===== src/rtl/hsid_stream_ctrl.sv =====
// Sequencer for one hsid_main classification job: fetches the captured pixel and library
// words over an OBI-style read port, buffers them in a small FIFO and streams them out.
module hsid_stream_ctrl #(
  parameter int unsigned WORD_WIDTH       = 32,
  parameter int unsigned ADDR_WIDTH       = 32,
  parameter int unsigned HSI_BANDS        = 128,
  parameter int unsigned HSI_LIBRARY_SIZE = 256,
  parameter int unsigned FIFO_DEPTH       = 4
) (
  input  logic                                clk,
  input  logic                                rst,
  input  logic                                cfg_start,
  input  logic                                cfg_clear,
  input  logic [ADDR_WIDTH-1:0]               cfg_base_addr,
  input  logic [$clog2(HSI_BANDS)-1:0]        cfg_bands,
  input  logic [$clog2(HSI_LIBRARY_SIZE)-1:0] cfg_lib_size,
  output logic                                busy,
  output logic                                irq,
  output logic                                err,
  output logic [$clog2(HSI_LIBRARY_SIZE)-1:0] res_min_ref,
  output logic [$clog2(HSI_LIBRARY_SIZE)-1:0] res_max_ref,
  output logic [WORD_WIDTH-1:0]               res_min_value,
  output logic [WORD_WIDTH-1:0]               res_max_value,
  output logic                                mem_req,
  output logic [ADDR_WIDTH-1:0]               mem_addr,
  input  logic                                mem_gnt,
  input  logic                                mem_rvalid,
  input  logic [WORD_WIDTH-1:0]               mem_rdata,
  output logic                                hm_start,
  output logic                                hm_clear,
  output logic [$clog2(HSI_BANDS)-1:0]        hm_bands,
  output logic [$clog2(HSI_LIBRARY_SIZE)-1:0] hm_lib_size,
  output logic                                hm_vctr_valid,
  output logic [WORD_WIDTH-1:0]               hm_vctr,
  input  logic                                hm_ready,
  input  logic                                hm_done,
  input  logic [$clog2(HSI_LIBRARY_SIZE)-1:0] hm_mse_min_ref,
  input  logic [$clog2(HSI_LIBRARY_SIZE)-1:0] hm_mse_max_ref,
  input  logic [WORD_WIDTH-1:0]               hm_mse_min_value,
  input  logic [WORD_WIDTH-1:0]               hm_mse_max_value
);

  localparam int unsigned BW = $clog2(HSI_BANDS);
  localparam int unsigned LW = $clog2(HSI_LIBRARY_SIZE);
  localparam int unsigned CW = $clog2(HSI_BANDS / 2 * (HSI_LIBRARY_SIZE + 1)) + 1;
  localparam int unsigned PW = $clog2(FIFO_DEPTH);
  localparam int unsigned FW = PW + 1;
  localparam int unsigned SW = FW + 1;

  typedef enum logic [1:0] {S_IDLE, S_START, S_STREAM, S_WAIT_DONE} state_t;

  state_t                r_state, w_next;
  logic [ADDR_WIDTH-1:0] r_base;
  logic [BW-1:0]         r_bands;
  logic [LW-1:0]         r_lib;
  logic [CW-1:0]         r_nwords, r_req_cnt, r_pop_cnt;
  logic [FW-1:0]         r_infl, r_fcnt;
  logic [PW-1:0]         r_wr_ptr, r_rd_ptr;
  logic [WORD_WIDTH-1:0] r_mem [FIFO_DEPTH];
  logic                  r_pend, r_err, r_irq, r_hm_start, r_hm_clear;
  logic [LW-1:0]         r_min_ref, r_max_ref;
  logic [WORD_WIDTH-1:0] r_min_val, r_max_val;

  logic                  w_accept, w_clear, w_cfg_bad, w_latch;
  logic                  w_mem_req, w_fire, w_push, w_pop, w_credit_ok, w_finish;
  logic [ADDR_WIDTH-1:0] w_sel_base, w_addr_sum;
  logic [BW-1:0]         w_sel_bands;
  logic [LW-1:0]         w_sel_lib;
  logic [CW-1:0]         w_nwords;

  // A fresh cfg_start wins; otherwise a start deferred behind a clear uses the latched config
  assign w_sel_base  = cfg_start ? cfg_base_addr : r_base;
  assign w_sel_bands = cfg_start ? cfg_bands     : r_bands;
  assign w_sel_lib   = cfg_start ? cfg_lib_size  : r_lib;
  assign w_cfg_bad   = (w_sel_bands == '0) || w_sel_bands[0] || (w_sel_lib == '0);
  assign w_nwords    = CW'(w_sel_bands >> 1) * (CW'(w_sel_lib) + CW'(1));
  assign w_latch     = w_accept || (w_clear && cfg_start);

  assign w_credit_ok = (SW'(r_infl) + SW'(r_fcnt)) < SW'(FIFO_DEPTH);
  assign w_mem_req   = (r_state == S_STREAM) && (r_req_cnt < r_nwords) && w_credit_ok;
  assign w_fire      = w_mem_req && mem_gnt;
  assign w_push      = mem_rvalid && (r_infl != '0);
  assign w_pop       = (r_state == S_STREAM) && (r_fcnt != '0) && hm_ready;
  assign w_finish    = (r_state == S_WAIT_DONE) && hm_done;
  assign w_addr_sum  = r_base + ADDR_WIDTH'({r_req_cnt, 2'b00});

  // Next-state logic
  always_comb begin
    w_next   = r_state;
    w_accept = 1'b0;
    w_clear  = 1'b0;
    case (r_state)
      S_IDLE: begin
        if (cfg_clear) begin
          w_clear = 1'b1;
        end else if (cfg_start || r_pend) begin
          w_accept = 1'b1;
          if (!w_cfg_bad) w_next = S_START;
        end
      end
      S_START:     if (!r_hm_start && hm_ready) w_next = S_STREAM;
      S_STREAM:    if (r_pop_cnt == r_nwords) w_next = S_WAIT_DONE;
      S_WAIT_DONE: if (hm_done) w_next = S_IDLE;
      default:     w_next = S_IDLE;
    endcase
  end

  always_ff @(posedge clk or posedge rst) begin
    if (rst) r_state <= S_IDLE;
    else     r_state <= w_next;
  end

  // Control, config and result registers
  always_ff @(posedge clk or posedge rst) begin
    if (rst) begin
      r_base     <= '0;
      r_bands    <= '0;
      r_lib      <= '0;
      r_pend     <= 1'b0;
      r_err      <= 1'b0;
      r_irq      <= 1'b0;
      r_hm_start <= 1'b0;
      r_hm_clear <= 1'b0;
      r_min_ref  <= '0;
      r_max_ref  <= '0;
      r_min_val  <= '0;
      r_max_val  <= '0;
    end else begin
      r_hm_start <= w_accept && !w_cfg_bad;
      r_hm_clear <= w_clear;
      r_pend     <= (r_state == S_IDLE) && cfg_clear && (cfg_start || r_pend);
      r_irq      <= (w_accept && w_cfg_bad) || w_finish;
      if (w_accept) r_err <= w_cfg_bad;
      if (w_latch) begin
        r_base  <= w_sel_base;
        r_bands <= w_sel_bands;
        r_lib   <= w_sel_lib;
      end
      if (w_finish) begin
        r_min_ref <= hm_mse_min_ref;
        r_max_ref <= hm_mse_max_ref;
        r_min_val <= hm_mse_min_value;
        r_max_val <= hm_mse_max_value;
      end
    end
  end

  // Word counters, read credits and the read-data FIFO
  always_ff @(posedge clk or posedge rst) begin
    if (rst) begin
      r_nwords  <= '0;
      r_req_cnt <= '0;
      r_pop_cnt <= '0;
      r_infl    <= '0;
      r_fcnt    <= '0;
      r_wr_ptr  <= '0;
      r_rd_ptr  <= '0;
      for (int i = 0; i < int'(FIFO_DEPTH); i++) r_mem[i] <= '0;
    end else begin
      if (w_accept) begin
        r_nwords  <= w_nwords;
        r_req_cnt <= '0;
        r_pop_cnt <= '0;
      end else begin
        if (w_fire) r_req_cnt <= r_req_cnt + CW'(1);
        if (w_pop)  r_pop_cnt <= r_pop_cnt + CW'(1);
      end
      r_infl <= r_infl + FW'(w_fire) - FW'(w_push);
      r_fcnt <= r_fcnt + FW'(w_push) - FW'(w_pop);
      if (w_push) begin
        r_mem[r_wr_ptr] <= mem_rdata;
        r_wr_ptr        <= r_wr_ptr + PW'(1);
      end
      if (w_pop) r_rd_ptr <= r_rd_ptr + PW'(1);
    end
  end

  assign busy          = (r_state != S_IDLE);
  assign irq           = r_irq;
  assign err           = r_err;
  assign res_min_ref   = r_min_ref;
  assign res_max_ref   = r_max_ref;
  assign res_min_value = r_min_val;
  assign res_max_value = r_max_val;
  assign mem_req       = w_mem_req;
  assign mem_addr      = {w_addr_sum[ADDR_WIDTH-1:2], 2'b00};
  assign hm_start      = r_hm_start;
  assign hm_clear      = r_hm_clear;
  assign hm_bands      = r_bands;
  assign hm_lib_size   = r_lib;
  assign hm_vctr_valid = w_pop;
  assign hm_vctr       = r_mem[r_rd_ptr];

endmodule


===== config.mk =====
export PLATFORM = sky130hd
export DESIGN_NAME = hsid_stream_ctrl
export DESIGN_NICKNAME = d
export VERILOG_FILES = /design/src/rtl/hsid_stream_ctrl.sv
export SDC_FILE = /design/constraint.sdc
export NUM_CORES = 1
export LEC_CHECK = 0
export BUFFER_PORTS_ARGS = -buffer_cell sky130_fd_sc_hd__buf_2
export CORE_UTILIZATION = 40
export DETAILED_ROUTE_END_ITERATION = 6
export REMOVE_ABC_BUFFERS = 1
export SLEW_MARGIN = 30
export SYNTH_ARGS = -nofsm -noshare
export SYNTH_HDL_FRONTEND = slang
export SYNTH_SLANG_ARGS = --single-unit

===== constraint.sdc =====
create_clock -name clk -period 15.1 [get_ports clk]
set_clock_uncertainty 0.1 [all_clocks]
set_input_delay 0.755 -clock clk [delete_from_list [all_inputs] [get_ports clk]]
set_output_delay 0.755 -clock clk [all_outputs]
set_load 0.02 [all_outputs]

Yosys cells after proc, flatten, opt, wreduce, memory -nomap -nowiden

Index checks and enable logic that the tools add are counted.

Word-level logic and storage cells: 108
Bits of input ports: 167
Output and inout port bits: 166
Flip-flop bits (word level): 320

Reductions and logical operators: 31
Equal/unequal tests: 10
Magnitude comparators: 5
Multiply operators: 1
Add/subtract/negate cells: 11
Bitwise logic cells: 2
Mux-type cells: 24

Operator list:

| cell                                          | count |
|---|---|
| bitwise mux 128 bit                           | 1 |
| two-way mux 32 bit                            | 3 |
| binary-select mux 32 bit (select 2 bit)       | 1 |
| demux 32 bit (select 2 bit)                   | 1 |
| two-way mux 16 bit                            | 4 |
| adder 16 x 1 -> 16 bit, second input constant | 2 |
| adder 32 x 18 -> 32 bit                       | 1 |
| == test 16 bit                                | 1 |
| < comparator 16 bit                           | 1 |
| multiplier 6 x 9 -> 15 bit                    | 1 |
| logical AND 1 bit                             | 14 |
| two-way mux 2 bit                             | 6 |
| != test 2 bit, second input constant          | 5 |
| adder 8 x 1 -> 9 bit, second input constant   | 1 |
| logical NOT 8 bit                             | 1 |
| two-way mux 8 bit                             | 1 |
| one-hot mux 2 bit (4 select lines)            | 1 |
| logical NOT 7 bit                             | 1 |
| two-way mux 7 bit                             | 1 |
| adder 3 x 1 -> 3 bit                          | 2 |
| >= comparator 3 bit, second input constant    | 2 |
| NOT 2 -> 3 bit                                | 2 |
| AND reduction 6 bit                           | 1 |
| nonzero test 2 bit                            | 3 |
| 14 further kinds                              | 27 |

Logic depth before layout (Yosys ltp)

Gate-level depths: netlist of the first run.

Depth after elaboration: 8
Mapped depth: 22
Gate-level depth less buffers: 20

Least setup slack after synthesis of the first run

No wires, ideal clock.

Path kind: input to register
Start: in cfg_start
End: reg r_nwords[11]
Data arrival time: 5288 ps
Slack: 9643 ps
Path buffers: 3
Stages: 21
Required time: 14931 ps
Library setup time: 69 ps
Cell sequence: buf_4 buf_2 a21o_1 clkbuf_1 ha_1 nand2_1 xnor2_1 nor2_1 fa_1 inv_1 fa_1 fa_1 inv_1 ha_1 nor2b_1 o21ai_0 nand2b_1 a21o_1 a31oi_1 or4b_2 nand3_1

Elaborated cells between the ends (all ways): 8
Those cells by class: 1 x add/sub; 1 x mul; 5 x mux; 1 x reduce/logical

RTL lines:

| what                       | RTL line | RTL |
|---|---|---|
| start, declared            | 12       | `input logic cfg_start,` |
| two-way mux 8 bit          | 74       | `assign w_sel_lib = cfg_start ? cfg_lib_size : r_lib;` |
| named net w_sel_lib[0]     | 68       | `logic [LW-1:0] w_sel_lib;` |
| adder 8 x 1 -> 9 bit       | 76       | `assign w_nwords = CW'(w_sel_bands >> 1) * (CW'(w_sel_lib) + CW'(1));` |
| multiplier 6 x 9 -> 15 bit | 76       |  |
| end signal, assigned       | 161      | `r_nwords <= w_nwords;` |
| end, declared              | 56       | `logic [CW-1:0] r_nwords, r_req_cnt, r_pop_cnt;` |

The timed path passes the listed nets, and every way through them passes these cells.
A chain may end at the register's enable or synchronous reset.

Worst setup path in the final report of the first run

Start: in cfg_start
End: reg r_nwords[13]

Longest elaborated chain between the ends: 4
Elaborated cells between the ends (all ways): 8
Those cells by class: 1 x add/sub; 1 x mul; 5 x mux; 1 x reduce/logical

RTL lines:

| what |
|---|
| branches (longest 4 deep; another with multiplier 6 x 9 -> 15 bit) |

Several ways; the timed one is not identified.

==> results of run 1 <==
placed cells by master, fill, tap and decap left out, drive strengths merged, types with 9 or more instances in the layout:
master	n
or2	9
mux2i	14
clkbuf	56
or3	15
ha	71
inv	81
nor2	84
a21oi	45
and3	11
nand3	21
mux2	255
mux4	32
xnor2	34
dfrtp	317
o21ai	42
nand4	12
buf	340
a21o	11
nor2b	13
nand2	65
nor4	11
fa	32
xor2	46
worst paths after layout:
check	to	slack (ns)	depth (start not counted)
max	r_nwords[13]	9.63	19
min	res_min_value[8]	0.21	2
max reg2reg	r_nwords[13]	9.94	19
min reg2reg	r_mem[44]	0.40	1
max in group asynchronous	hm_lib_size[4]	12.96	4
min in group clk	r_base[2]	0.35	2
sequential cells by signal (all words and copies together) (netlist names), 7 cells and up:
name / flops
r_mem: 128
res_max_value: 32
res_min_value: 32
r_base: 30
r_pop_cnt: 16
r_req_cnt: 16
r_nwords: 15
hm_lib_size: 8
res_max_ref: 8
res_min_ref: 8
hm_bands: 7
kinds of logic (layout without fill, tap and decap cells):
kind of cell	after synthesis	in the layout	share of synthesized area
adder cells (fa/ha/maj)	103	103	0.09207
XOR/XNOR	80	80	0.04219
other	1	3	0.0002258
AO/OA/AOI/OAI	136	136	0.05176
AND/OR/NAND/NOR	271	271	0.07964
multiplexers	301	301	0.2247
flip-flops	317	317	0.4777
buffers and inverters	131	487	0.03172
per-layer routing:
layer,vias to the layer above,share of wire,GRT usage
met1,5616,0.45,0.2436
met2,222,0.48,0.2896
li1,5394,-,-
met5,-,0,0
met3,57,0.041,0.02993
met4,0,0.025,0.05899
metrics by stage:
step           worst slack (ns)  power, W  hold WS (ns)  cells  area [um^2]
4_1_cts                   9.617  0.004901        0.2381   2229        20060
5_1_grt                   9.177  0.005206        0.2785   2229        20070
3_5_place_dp              9.035  0.003961        0.3876   2162        18810
6_report                  9.634  0.004830        0.2119   2230        20070
3_3_place_gp              9.095  0.003896        0.3818   2162        18810
2_1_floorplan             5.474  0.003269        0.3740   1290        16380
final cells by class:
class | count | area, um^2 | share of cell area
multi-input cells | 893 | 8172 | 0.4072
flip-flops and latches | 317 | 7934 | 0.3953
repair buffers | 340 | 1743 | 0.08685
clock buffers | 56 | 1130 | 0.05630
well taps | 532 | 665.6 | 0.03317
inverters | 80 | 307.8 | 0.01534
clock inverters | 11 | 115.1 | 0.005736
diodes | 1 | 2.502 | 0.0001247
power groups by stage:
stage | logic, W | clock network, W | registers, W
after global placement | 0.00241 | 0 | 0.00149
after floorplan | 0.00164 | 0 | 0.00163
after CTS | 0.00246 | 0.000942 | 0.00150
final | 0.00243 | 0.000907 | 0.00150
after detailed placement | 0.00245 | 0 | 0.00151
after global routing | 0.00269 | 0.000971 | 0.00155
==> out/qor.csv, run 1 <==
stage,metric,value,unit
run_status,status,"finished, final reports clean",
logic_synthesis,synth_flop_cell,dfrtp_1,
floorplan,die_area,42340,um^2
cells_and_area,drive_gt1_frac,0.4160,
cts,cts.htree.levels,2,
floorplan,die_w,205.8,um
cts,clk_path_buf_depth,3,
global_routing,grt_first_pass_wirelength,60190,um
drt,dr.first_iter.drc_count,460,
sta,finalSetupViolCount,0,
floorplan,core,40920,um^2
cts,worstSkewPairLatency,0.54,ns
sta,timing.fmax,182.9,MHz
cts,cts_resized,0,
global_routing,antenna_found_initial,0,
global_routing,grt_max_degree,99,
global_routing,grt_pass1_vias,11380,
sta,worst_pin_slew,0.9474,ns
cts,cts_tree,yes,
cts,root_buffer,clkbuf_16,
critical_path,crit_arrival,5.78,ns
floorplan,placementRows,74,
critical_path,worstReg2RegStart,hm_lib_size[0],
logic_synthesis,netlist_instances,1340,
cts,cts_buffers,38,
critical_path,crit_slowest_cell,fa_1,
cells_and_area,area.growth.synth_to_final,20.85,%
critical_path,crit_chain,"buf_2, a21o_1, ha_1, nand2_1, xnor2_1, nor2_1, fa_1, inv_1, fa_1, fa_1, inv_1, ha_1, nor2b_1, o21ai_0, nand2b_1, a21o_1, a311oi_1, mux2i_1, nand3_1",
critical_path,crit_start,cfg_start,
power_and_ir_drop,power_density,240.7,nW/um^2
drt,drt_first_pass_iters,5,
critical_path,crit_top_cell,fa_1,
critical_path,cp_slowest_stage_delay,0.54,ns
logic_synthesis,synth_top_cell_area_share,0.4777,
logic_synthesis,synth.most_common_cell,dfrtp_1,
cells_and_area,nets,1940,
global_routing,groute.usage.overall,0.1791,
sta,fin_crit_sh,0.3620,
logic_synthesis,synth_top_cell_by_area,dfrtp_1,
drt,drt-total-wl,38240,um
critical_path,crit_type,in2reg,
placement,dp_hpwl,27560,um
logic_synthesis,synth-edff-count,0,
critical_path,crit_path_end_kind,register,
power_and_ir_drop,p_int,0.002908,W
logic_synthesis,synth_area_leaders,"dfrtp_1 48%, mux2_2 17%, ha_1 5.3%, mux4_2 4.3%, fa_1 3.9%",
flow_run,maxCapViolCount,0,
power_and_ir_drop,pwr-share-comb,0.502,
worst_hold_path,hold_class,in2async,
floorplan,start_util,0.4058,
power_and_ir_drop,sw_frac_of_total,0.3978,
critical_path,cp-start-kind,input pin,
logic_synthesis,yosys_register_bits,317,
logic_synthesis,syn_avg_cell_area,12.39,um^2
logic_synthesis,ys_warn_count,0,
drt,wl_per_cell,17.15,um
logic_synthesis,ys_async_sr_fraction,1.000,
sta,rsz0062_at_grt,false,
power_and_ir_drop,clkPwrFrac,0.188,
drt,ant_nets,0,
power_and_ir_drop,vdd_drop_max,0.0001185,V
sta,hold_violations,0,
cts,post-cts-setup-buffers,0,
placement,gp_congestion,0.8232,
cts,clkSlewWorstSetupHoldPaths,0.06,ns
logic_synthesis,syn_area,16610,um^2
critical_path,cp_data_required_time,15.41,ns
power_and_ir_drop,power.switching,0.001921,W
critical_path,worst-path-buf-inv,3,
power_and_ir_drop,p_leak,9.561,nW
drt,vias_per_cell,5.062,
sta,min_period,5.466,ns
sta,slew_headroom,0.3684,
floorplan,die_height,205.8,um
cells_and_area,fin_util,0.4904,
cts,ctsHoldBuffers,0,
critical_path,cp_top_family,adder cells,
logic_synthesis,ys_seq_area_frac,0.4777,
drt,vias,11290,
power_and_ir_drop,seqPwrFrac,0.310,
placement,portBuffers,328,
sta,maxSlewViolCount,0,
floorplan,num_io_pins,333,
critical_path,worstPathMaxFanout,28,
logic_synthesis,ys_types,64,
logic_synthesis,synthTopCellsByCount,"317 x dfrtp_1, 255 x mux2_2, 84 x nor2_1",
cells_and_area,n_fill_cell,3732,
drt,drc,0,
sta,setup_tns,0,ns
global_routing,overflow,0,
cts,clock-sinks,317,
No activity file was read; power rests on OpenSTA's default activity.
==> inputs of run 2 (changes only) <==
ABC_AREA = 1   (was default)
clock period = 5.6 ns   (was 15.1 ns; I/O delays follow)
==> out/qor.csv, run 2 <==
stage,metric,value,unit,change
global_routing,grt_first_pass_wirelength,75130,um,was 60190 um
sta,slew_headroom,0.4012,,was 0.3684
cells_and_area,area.growth.synth_to_final,28.60,%,was 20.85%
logic_synthesis,synth_compound_area_frac,0.1161,,was 0.05176
floorplan,die_height,209.4,um,was 205.8 um
critical_path,crit_top_cell,nand2_1,,was fa_1
cells_and_area,final_common_cell,nand2_1,,was buf_2
cts,cts_tree,yes,,unchanged
critical_path,crit_chain,"o21ai_2, inv_1, ha_1, nand2_1, nor2_4, xor2_1, nor2_1, fa_1, fa_1, inv_1, fa_1, inv_1, ha_1, nand2_1, o21ai_0, a21oi_1, o21ai_0, nand2_1, nand2_1, o22ai_1",,"was buf_2, a21o_1, ha_1, nand2_1, xnor2_1, nor2_1, fa_1, inv_1, fa_1, fa_1, inv_1, ha_1, nor2b_1, o21ai_0, nand2b_1, a21o_1, a311oi_1, mux2i_1, nand3_1"
cts,worstSkewPairLatency,0.55,ns,was 0.54 ns
global_routing,grt_pass1_vias,14940,,was 11380
sta,rsz0062_at_grt,false,,unchanged
critical_path,crit_type,reg2reg,,was in2reg
floorplan,die_w,209.4,um,was 205.8 um
global_routing,groute.usage.overall,0.2104,,was 0.1791
logic_synthesis,synth-xor-area-share,0.03244,,was 0.04219
logic_synthesis,synth.area.mux_share,0.06531,,was 0.2247
sta,maxSlewViolCount,0,,unchanged
critical_path,cp_top_family,adder cells,,unchanged
sta,worst_slack,0.6197,ns,was 9.634 ns
cells_and_area,n_antenna_cell,0,,was 1
critical_path,reg2regPathDepth,20,,was 19
global_routing,antenna_found_initial,1,,was 0
logic_synthesis,synth_flop_cell,dfrtp_1,,unchanged
sta,setup_tns,0,ns,unchanged
logic_synthesis,synthTopCellsByCount,"347 x nand2_1, 317 x dfrtp_1, 249 x o21ai_0",,"was 317 x dfrtp_1, 255 x mux2_2, 84 x nor2_1"
sta,worst_pin_slew,0.8970,ns,was 0.9474 ns
logic_synthesis,synth_area_leaders,"dfrtp_1 46%, nand2_1 7.6%, o21ai_0 7.2%, mux2_2 6.4%, ha_1 5.2%",,"was dfrtp_1 48%, mux2_2 17%, ha_1 5.3%, mux4_2 4.3%, fa_1 3.9%"
global_routing,met3_usage,0.03786,,was 0.02993
power_and_ir_drop,power_density,554.8,nW/um^2,was 240.7 nW/um^2
critical_path,crit_slowest_cell,fa_1,,unchanged
cells_and_area,largest_reg_flops,128,,unchanged
placement,portBuffers,328,,unchanged
drt,ant_nets,0,,unchanged
placement,dpl_worst_slack,0.4327,ns,was 9.035 ns
drt,drc,0,,unchanged
cts,clock-sinks,317,,unchanged
placement,dp_hpwl,30760,um,was 27560 um
drt,drt-total-wl,45300,um,was 38240 um
logic_synthesis,syn_avg_cell_area,8.873,um^2,was 12.39 um^2
drt,wl_per_cell,15.29,um,was 17.15 um
sta,finalSetupViolCount,0,,unchanged
critical_path,worstPathMaxFanout,7,,was 28
critical_path,cp_slowest_stage_delay,0.52,ns,was 0.54 ns
global_routing,met2_usage,0.3486,,was 0.2896
sta,min_period,4.980,ns,
cells_and_area,drive_gt1_frac,0.2265,,was 0.4160
global_routing,grt-busiest-layer,met2,,unchanged
floorplan,core,42230,um^2,was 40920 um^2
drt,dr.first_iter.drc_count,960,,was 460
cells_and_area,nets,2665,,was 1940
placement,gp_congestion,0.8443,,was 0.8232
run_status,status,"finished, final reports clean",,unchanged
global_routing,overflow,0,,unchanged
global_routing,gr-usage-met1,0.2789,,was 0.2436
floorplan,die_area,43840,um^2,was 42340 um^2
logic_synthesis,ys_warn_count,0,,unchanged
cts,post-cts-setup-buffers,0,,unchanged
sta,timing.fmax,200.8,MHz,
logic_synthesis,synth_top_family_by_area,simple AND/OR/NAND/NOR gates,,was multiplexers
drt,vias,14760,,was 11290
logic_synthesis,synth-adder-area-share,0.08887,,was 0.09207
logic_synthesis,yosys_register_bits,317,,unchanged
logic_synthesis,ys_async_sr_fraction,1.000,,unchanged
cts,ctsHoldBuffers,147,,was 0
drt,vias_per_cell,4.982,,was 5.062
critical_path,cp-start-kind,register,,was input pin
flow_run,maxCapViolCount,0,,unchanged
cts,cts_resized,0,,unchanged
critical_path,worst-path-buf-inv,3,,unchanged
critical_path,crit_arrival,5.29,ns,was 5.78 ns
cells_and_area,layout_common_cells,"342 x nand2_1, 328 x buf_2, 316 x dfrtp_1",,"was 328 x buf_2, 316 x dfrtp_1, 255 x mux2_2"
sta,hold_violations,0,,unchanged
logic_synthesis,netlist_instances,1939,,was 1340
cts,clk_path_buf_depth,3,,unchanged
logic_synthesis,synth_top_cell_area_share,0.4611,,was 0.4777
sta,worst_hold_slack,0.03192,ns,was 0.2119 ns
logic_synthesis,synth_top_cell_by_area,dfrtp_1,,unchanged
global_routing,grt_max_degree,124,,was 99
floorplan,start_util,0.4074,,was 0.4058
critical_path,cp_data_required_time,5.91,ns,was 15.41 ns
cts,cts.htree.levels,2,,unchanged
floorplan,num_io_pins,333,,unchanged
logic_synthesis,syn_area,17200,um^2,was 16610 um^2
logic_synthesis,synth-edff-count,0,,unchanged
cts,clkSlewWorstSetupHoldPaths,0.05,ns,was 0.06 ns
drt,drt_first_pass_iters,5,,unchanged
logic_synthesis,synth.most_common_cell,nand2_1,,was dfrtp_1
logic_synthesis,ys_seq_area_frac,0.4611,,was 0.4777
worst_hold_path,worstHoldPathCells,5,,
cts,cts_buffers,39,,was 38
logic_synthesis,ys_types,55,,was 64
worst_hold_path,hold_class,in2reg,,was in2async
critical_path,crit_cells,20,,was 19
power_and_ir_drop,vdd_drop_max,0.0003471,V,was 0.0001185 V
sta,fin_crit_sh,0.8893,,
floorplan,placementRows,75,,was 74
critical_path,crit_path_end_kind,register,,unchanged
cells_and_area,n_fill_cell,3914,,was 3732
cts,root_buffer,clkbuf_16,,unchanged
logic_synthesis,yosys.area_share.simple,0.1664,,was 0.07964
power_and_ir_drop,p_leak,11.22,nW,was 9.561 nW
cells_and_area,largest_register,r_mem,,unchanged
-- run 2: cell count changes after synthesis, sizes merged, moves of 53 or more --
cell,delta
nand2,+286
nor2,+122
nand3,+53
mux2,-157
inv,+136
o21ai,+216
-- run 2: cells by family (layout without fill, tap and decap cells) --
| kind of cell | Yosys count | after routing |
|---|---|---|
| and+or+nand+nor | 688 | 688 |
| AOI/OAI and AO/OA | 371 | 371 |
| DFF | 317 | 317 |
| buffers and inverters | 297 | 781 |
| adders and majority gates | 103 | 103 |
| muxes | 100 | 100 |
| xor gates and xnor gates | 62 | 62 |
| other | 1 | 2 |
-- run 2: worst min-delay path, stage by stage --
cell and delay, ns:
buf_2 0.08, nand2_2 0.05, o21ai_2 0.09, nand2_1 0.06, o21ai_0 0.07
-- run 2: final cells by class --
| cell class | instances | area, um^2 | share of cell area |
|---|---|---|---|
| multi-input cells | 1326 | 8103 | 0.3662 |
| flip-flops and latches | 317 | 7934 | 0.3586 |
| repair buffers | 493 | 3272 | 0.1479 |
| clock buffers | 61 | 1200 | 0.05423 |
| inverters | 218 | 825.8 | 0.03732 |
| well taps | 539 | 674.4 | 0.03048 |
| clock inverters | 9 | 116.4 | 0.005259 |
-- run 2: path summary, 6_finish.rpt --
check | from | to | slack [ns]
worst min-delay path | cfg_lib_size[2] | hm_lib_size[2] | 0.03
max in group asynchronous | rst | r_nwords[0] | 3.74
min in group asynchronous | rst | r_mem[111] | 0.13
worst max register to register | hm_lib_size[0] | r_nwords[11] | 0.62
worst max-delay path | hm_lib_size[0] | r_nwords[11] | 0.62
worst min register to register | r_mem[85] | r_mem[85] | 0.38
-- run 2: layer usage --
layer | part of all wire | vias to the layer above | wire (um)
met5 | 0.00026 | - | 12
met4 | 0.024 | 2 | 1105
met3 | 0.048 | 79 | 2171
met2 | 0.47 | 382 | 21210
met1 | 0.46 | 7058 | 20790
li1 | - | 7242 | -
-- run 2: power by group --
| group | internal (W) | total, W | switching, W | leakage, nW |
|---|---|---|---|---|
| Sequential | 0.00329 | 0.00388 | 0.000593 | 3.94 |
| Combinational | 0.00216 | 0.00585 | 0.00369 | 6.64 |
| Clock | 0.00157 | 0.00254 | 0.000972 | 0.646 |
| Total | 0.00702 | 0.0123 | 0.00526 | 11.2 |
-- run 2: through the flow --
step,power (W),instances,area [um^2],util
3_5_place_dp,0.009659,2745,19300,0.4570
3_3_place_gp,0.009536,2745,19300,0.4570
5_1_grt,0.01331,2963,22130,0.5239
2_1_floorplan,0.007845,1861,16830,-
6_report,0.01227,2963,22130,0.5239
4_1_cts,0.01236,2962,22090,0.5230
==> inputs of run 3 (changes only) <==
CORE_UTILIZATION = 56   (was 40)
CTS_CLUSTER_DIAMETER = 200   (was default)
PLACE_DENSITY = 0.81   (was default)
SETUP_SLACK_MARGIN = 0.4   (was default)
==> out/qor.csv, run 3 (same netlist as run 2, synthesis figures left out) <==
stage,metric,value,unit,change
run_status,status,"finished, final reports clean",,unchanged
critical_path,crit_top_cell,nand2_1,,unchanged
cells_and_area,drive_gt1_frac,0.2232,,was 0.2265
cells_and_area,regArea,7934,um^2,unchanged
power_and_ir_drop,p_leak,11.11,nW,was 11.22 nW
cts,clk_path_buf_depth,3,,unchanged
sta,worst_hold_slack,0.04533,ns,was 0.03192 ns
power_and_ir_drop,p_int,0.006782,W,was 0.007017 W
critical_path,crit_cells,22,,was 20
sta,worst_pin_slew,0.9088,ns,was 0.8970 ns
power_and_ir_drop,finalPower,0.01223,W,was 0.01227 W
critical_path,worstReg2RegStart,hm_lib_size[0],,unchanged
sta,maxSlewViolCount,0,,unchanged
power_and_ir_drop,power_density,564.0,nW/um^2,was 554.8 nW/um^2
power_and_ir_drop,vdd_drop_max,0.0003698,V,was 0.0003471 V
critical_path,cp_top_family,adder cells,,unchanged
drt,drt_first_pass_iters,7,,was 5
global_routing,grt_max_degree,148,,was 124
critical_path,worst-path-buf-inv,3,,unchanged
cts,cts_tree,yes,,unchanged
critical_path,worstPathMaxFanout,7,,unchanged
sta,timing.fmax,206.2,MHz,was 200.8 MHz
worst_hold_path,worstHoldPathCells,3,,was 5
cells_and_area,final_common_cell,nand2_1,,unchanged
cts,root_buffer,clkbuf_16,,unchanged
sta,min_period,4.849,ns,was 4.980 ns
drt,vias_per_cell,5.641,,was 4.982
worst_hold_path,hold_end,r_mem[108],,was hm_lib_size[2]
global_routing,groute.usage.overall,0.3082,,was 0.2104
cells_and_area,nets,2648,,was 2665
floorplan,num_io_pins,333,,unchanged
sta,slew_headroom,0.3932,,was 0.4012
cells_and_area,largest_register,r_mem,,unchanged
critical_path,crit_path_end_kind,register,,unchanged
floorplan,die_w,177.3,um,was 209.4 um
drt,drc,0,,unchanged
cells_and_area,layout_common_cells,"342 x nand2_1, 328 x buf_2, 316 x dfrtp_1",,unchanged
worst_hold_path,hold_class,in2reg,,unchanged
global_routing,grt_pass1_vias,15730,,was 14940
cts,worstSkewPairLatency,0.52,ns,was 0.55 ns
drt,ant_nets,0,,unchanged
critical_path,cp_slowest_stage_delay,0.55,ns,was 0.52 ns
cells_and_area,largest_reg_flops,128,,unchanged
global_routing,overflow,0,,unchanged
worst_hold_path,hp-start,mem_rdata[12],,was cfg_lib_size[2]
cts,cts_buffers,34,,was 39
sta,fin_crit_sh,0.8658,,was 0.8893
critical_path,crit_arrival,5.12,ns,was 5.29 ns
floorplan,die_height,177.3,um,was 209.4 um
flow_run,maxCapViolCount,0,,unchanged
placement,dp_hpwl,29880,um,was 30760 um
global_routing,grt_first_pass_wirelength,77380,um,was 75130 um
floorplan,start_util,0.5744,,was 0.4074
global_routing,antenna_found_initial,2,,was 1
drt,drt-total-wl,49120,um,was 45300 um
drt,dr.first_iter.drc_count,1429,,was 960
power_and_ir_drop,clkPwrFrac,0.186,,was 0.207
critical_path,cp-start-kind,register,,unchanged
cts,cts.htree.levels,2,,unchanged
floorplan,core,29950,um^2,was 42230 um^2
critical_path,rrSetupSlack,0.75,ns,was 0.62 ns
critical_path,cp_data_required_time,5.87,ns,was 5.91 ns
critical_path,r2r-end,r_nwords[14],,was r_nwords[11]
sta,hold_violations,0,,unchanged
drt,vias,15750,,was 14760
cts,clock-sinks,317,,unchanged
power_and_ir_drop,pwr-share-comb,0.491,,was 0.477
critical_path,crit_slowest_cell,fa_1,,unchanged
drt,wl_per_cell,17.59,um,was 15.29 um
power_and_ir_drop,seqPwrFrac,0.323,,was 0.316
cells_and_area,area.growth.synth_to_final,26.06,%,was 28.60%
cells_and_area,multi_input_area,8139,um^2,was 8103 um^2
floorplan,placementRows,63,,was 75
sta,rsz0062_at_grt,false,,unchanged
cts,clkSlewWorstSetupHoldPaths,0.06,ns,was 0.05 ns
critical_path,crit_chain,"o21ai_2, inv_1, ha_1, nand2_1, nor2_4, xor2_2, nor2_1, fa_1, inv_1, fa_1, fa_1, inv_1, ha_1, nand2_1, o21ai_0, nand2_1, nand2_1, nand2_1, nand2_1, nor2_1, o21ai_0, o21ai_0",,"was o21ai_2, inv_1, ha_1, nand2_1, nor2_4, xor2_1, nor2_1, fa_1, fa_1, inv_1, fa_1, inv_1, ha_1, nand2_1, o21ai_0, a21oi_1, o21ai_0, nand2_1, nand2_1, o22ai_1"
floorplan,die_area,31430,um^2,was 43840 um^2
sta,finalSetupViolCount,0,,unchanged
critical_path,crit_type,reg2reg,,unchanged
placement,portBuffers,328,,unchanged
power_and_ir_drop,sw_frac_of_total,0.4456,,was 0.4283
cells_and_area,n_fill_cell,2100,,was 3914
power_and_ir_drop,power.switching,0.005450,W,was 0.005257 W
placement,gp_congestion,0.9088,,was 0.8443
critical_path,reg2regPathDepth,22,,was 20
## run 3: cell count changes in the layout (fill, tap and decap cells not counted), moves of 2 or more
| cell | delta |
|---|---|
| nand2_2 | -4 |
| clkbuf_16 | -5 |
| buf_4 | -9 |
| dlygate4sd3_1 | -3 |
| nand2_4 | +3 |
| clkbuf_8 | -2 |
| clkinv_2 | +3 |
| clkbuf_1 | -5 |
## run 3: per-stage QoR
step | area [um^2] | util | instances | setup WS [ns] | setup TNS, ns
global placement | 19060 | 0.6362 | 2587 | 0.5094 | 0
finish | 21690 | 0.7240 | 2792 | 0.7514 | 0
floorplan | 16830 | - | 1861 | -3.551 | -1125.73
detailed placement | 19100 | 0.6376 | 2588 | 0.4342 | 0
global route | 21690 | 0.7240 | 2792 | 0.4083 | 0
CTS | 21660 | 0.7233 | 2791 | 0.6562 | 0
## run 3: worst max-delay path by stage
stage | to | start | slack, ns
final | r_nwords[14] | hm_lib_size[0] | 0.75
after floorplan | err | rst | -3.55
after global placement | r_nwords[11] | cfg_start | 0.51
after detailed placement | r_nwords[14] | cfg_start | 0.43
after global routing | r_nwords[14] | hm_lib_size[0] | 0.41
after CTS | r_nwords[14] | hm_lib_size[0] | 0.66
## run 3: worst min-delay path, stage by stage
cell	delay, ns
buf_2	0.09
inv_1	0.07
o21ai_0	0.16
## run 3: timing repair
| item | CTS | global route |
|---|---|---|
| setup endpoints to repair | 0 | 2 |
| hold buffers | 144 | 0 |
| gates resized for setup | 0 | 2 |
| buffers inserted | 0 | 0 |
| endpoints found under the hold margin | 356 | 0 |
## run 3: power by group through the flow
stage               clock [W]  combinational [W]  sequential, W
finish                0.00227            0.00601        0.00395
global placement            0            0.00559        0.00385
detailed placement          0            0.00576        0.00390
global route          0.00239            0.00662        0.00404
CTS                   0.00229            0.00588        0.00388
floorplan                   0            0.00359        0.00426
## run 3: cell type report
cell class,count,share of cell area
multi-input cells,1326,0.3753
repair buffers,481,0.1460
clock inverters,10,0.004500
flip-flops and latches,317,0.3658
clock buffers,49,0.04742
inverters,218,0.03831
diodes,1,0.0001154
well taps,390,0.02250
## run 3: routing by layer
layer  share of wire  global-route usage  up-vias
met5         0.00035                   0        -
met3           0.074             0.05412      184
met4           0.040              0.1378        2
met2            0.49              0.5181      783
met1            0.39              0.3887     7573
li1                -                   -     7209
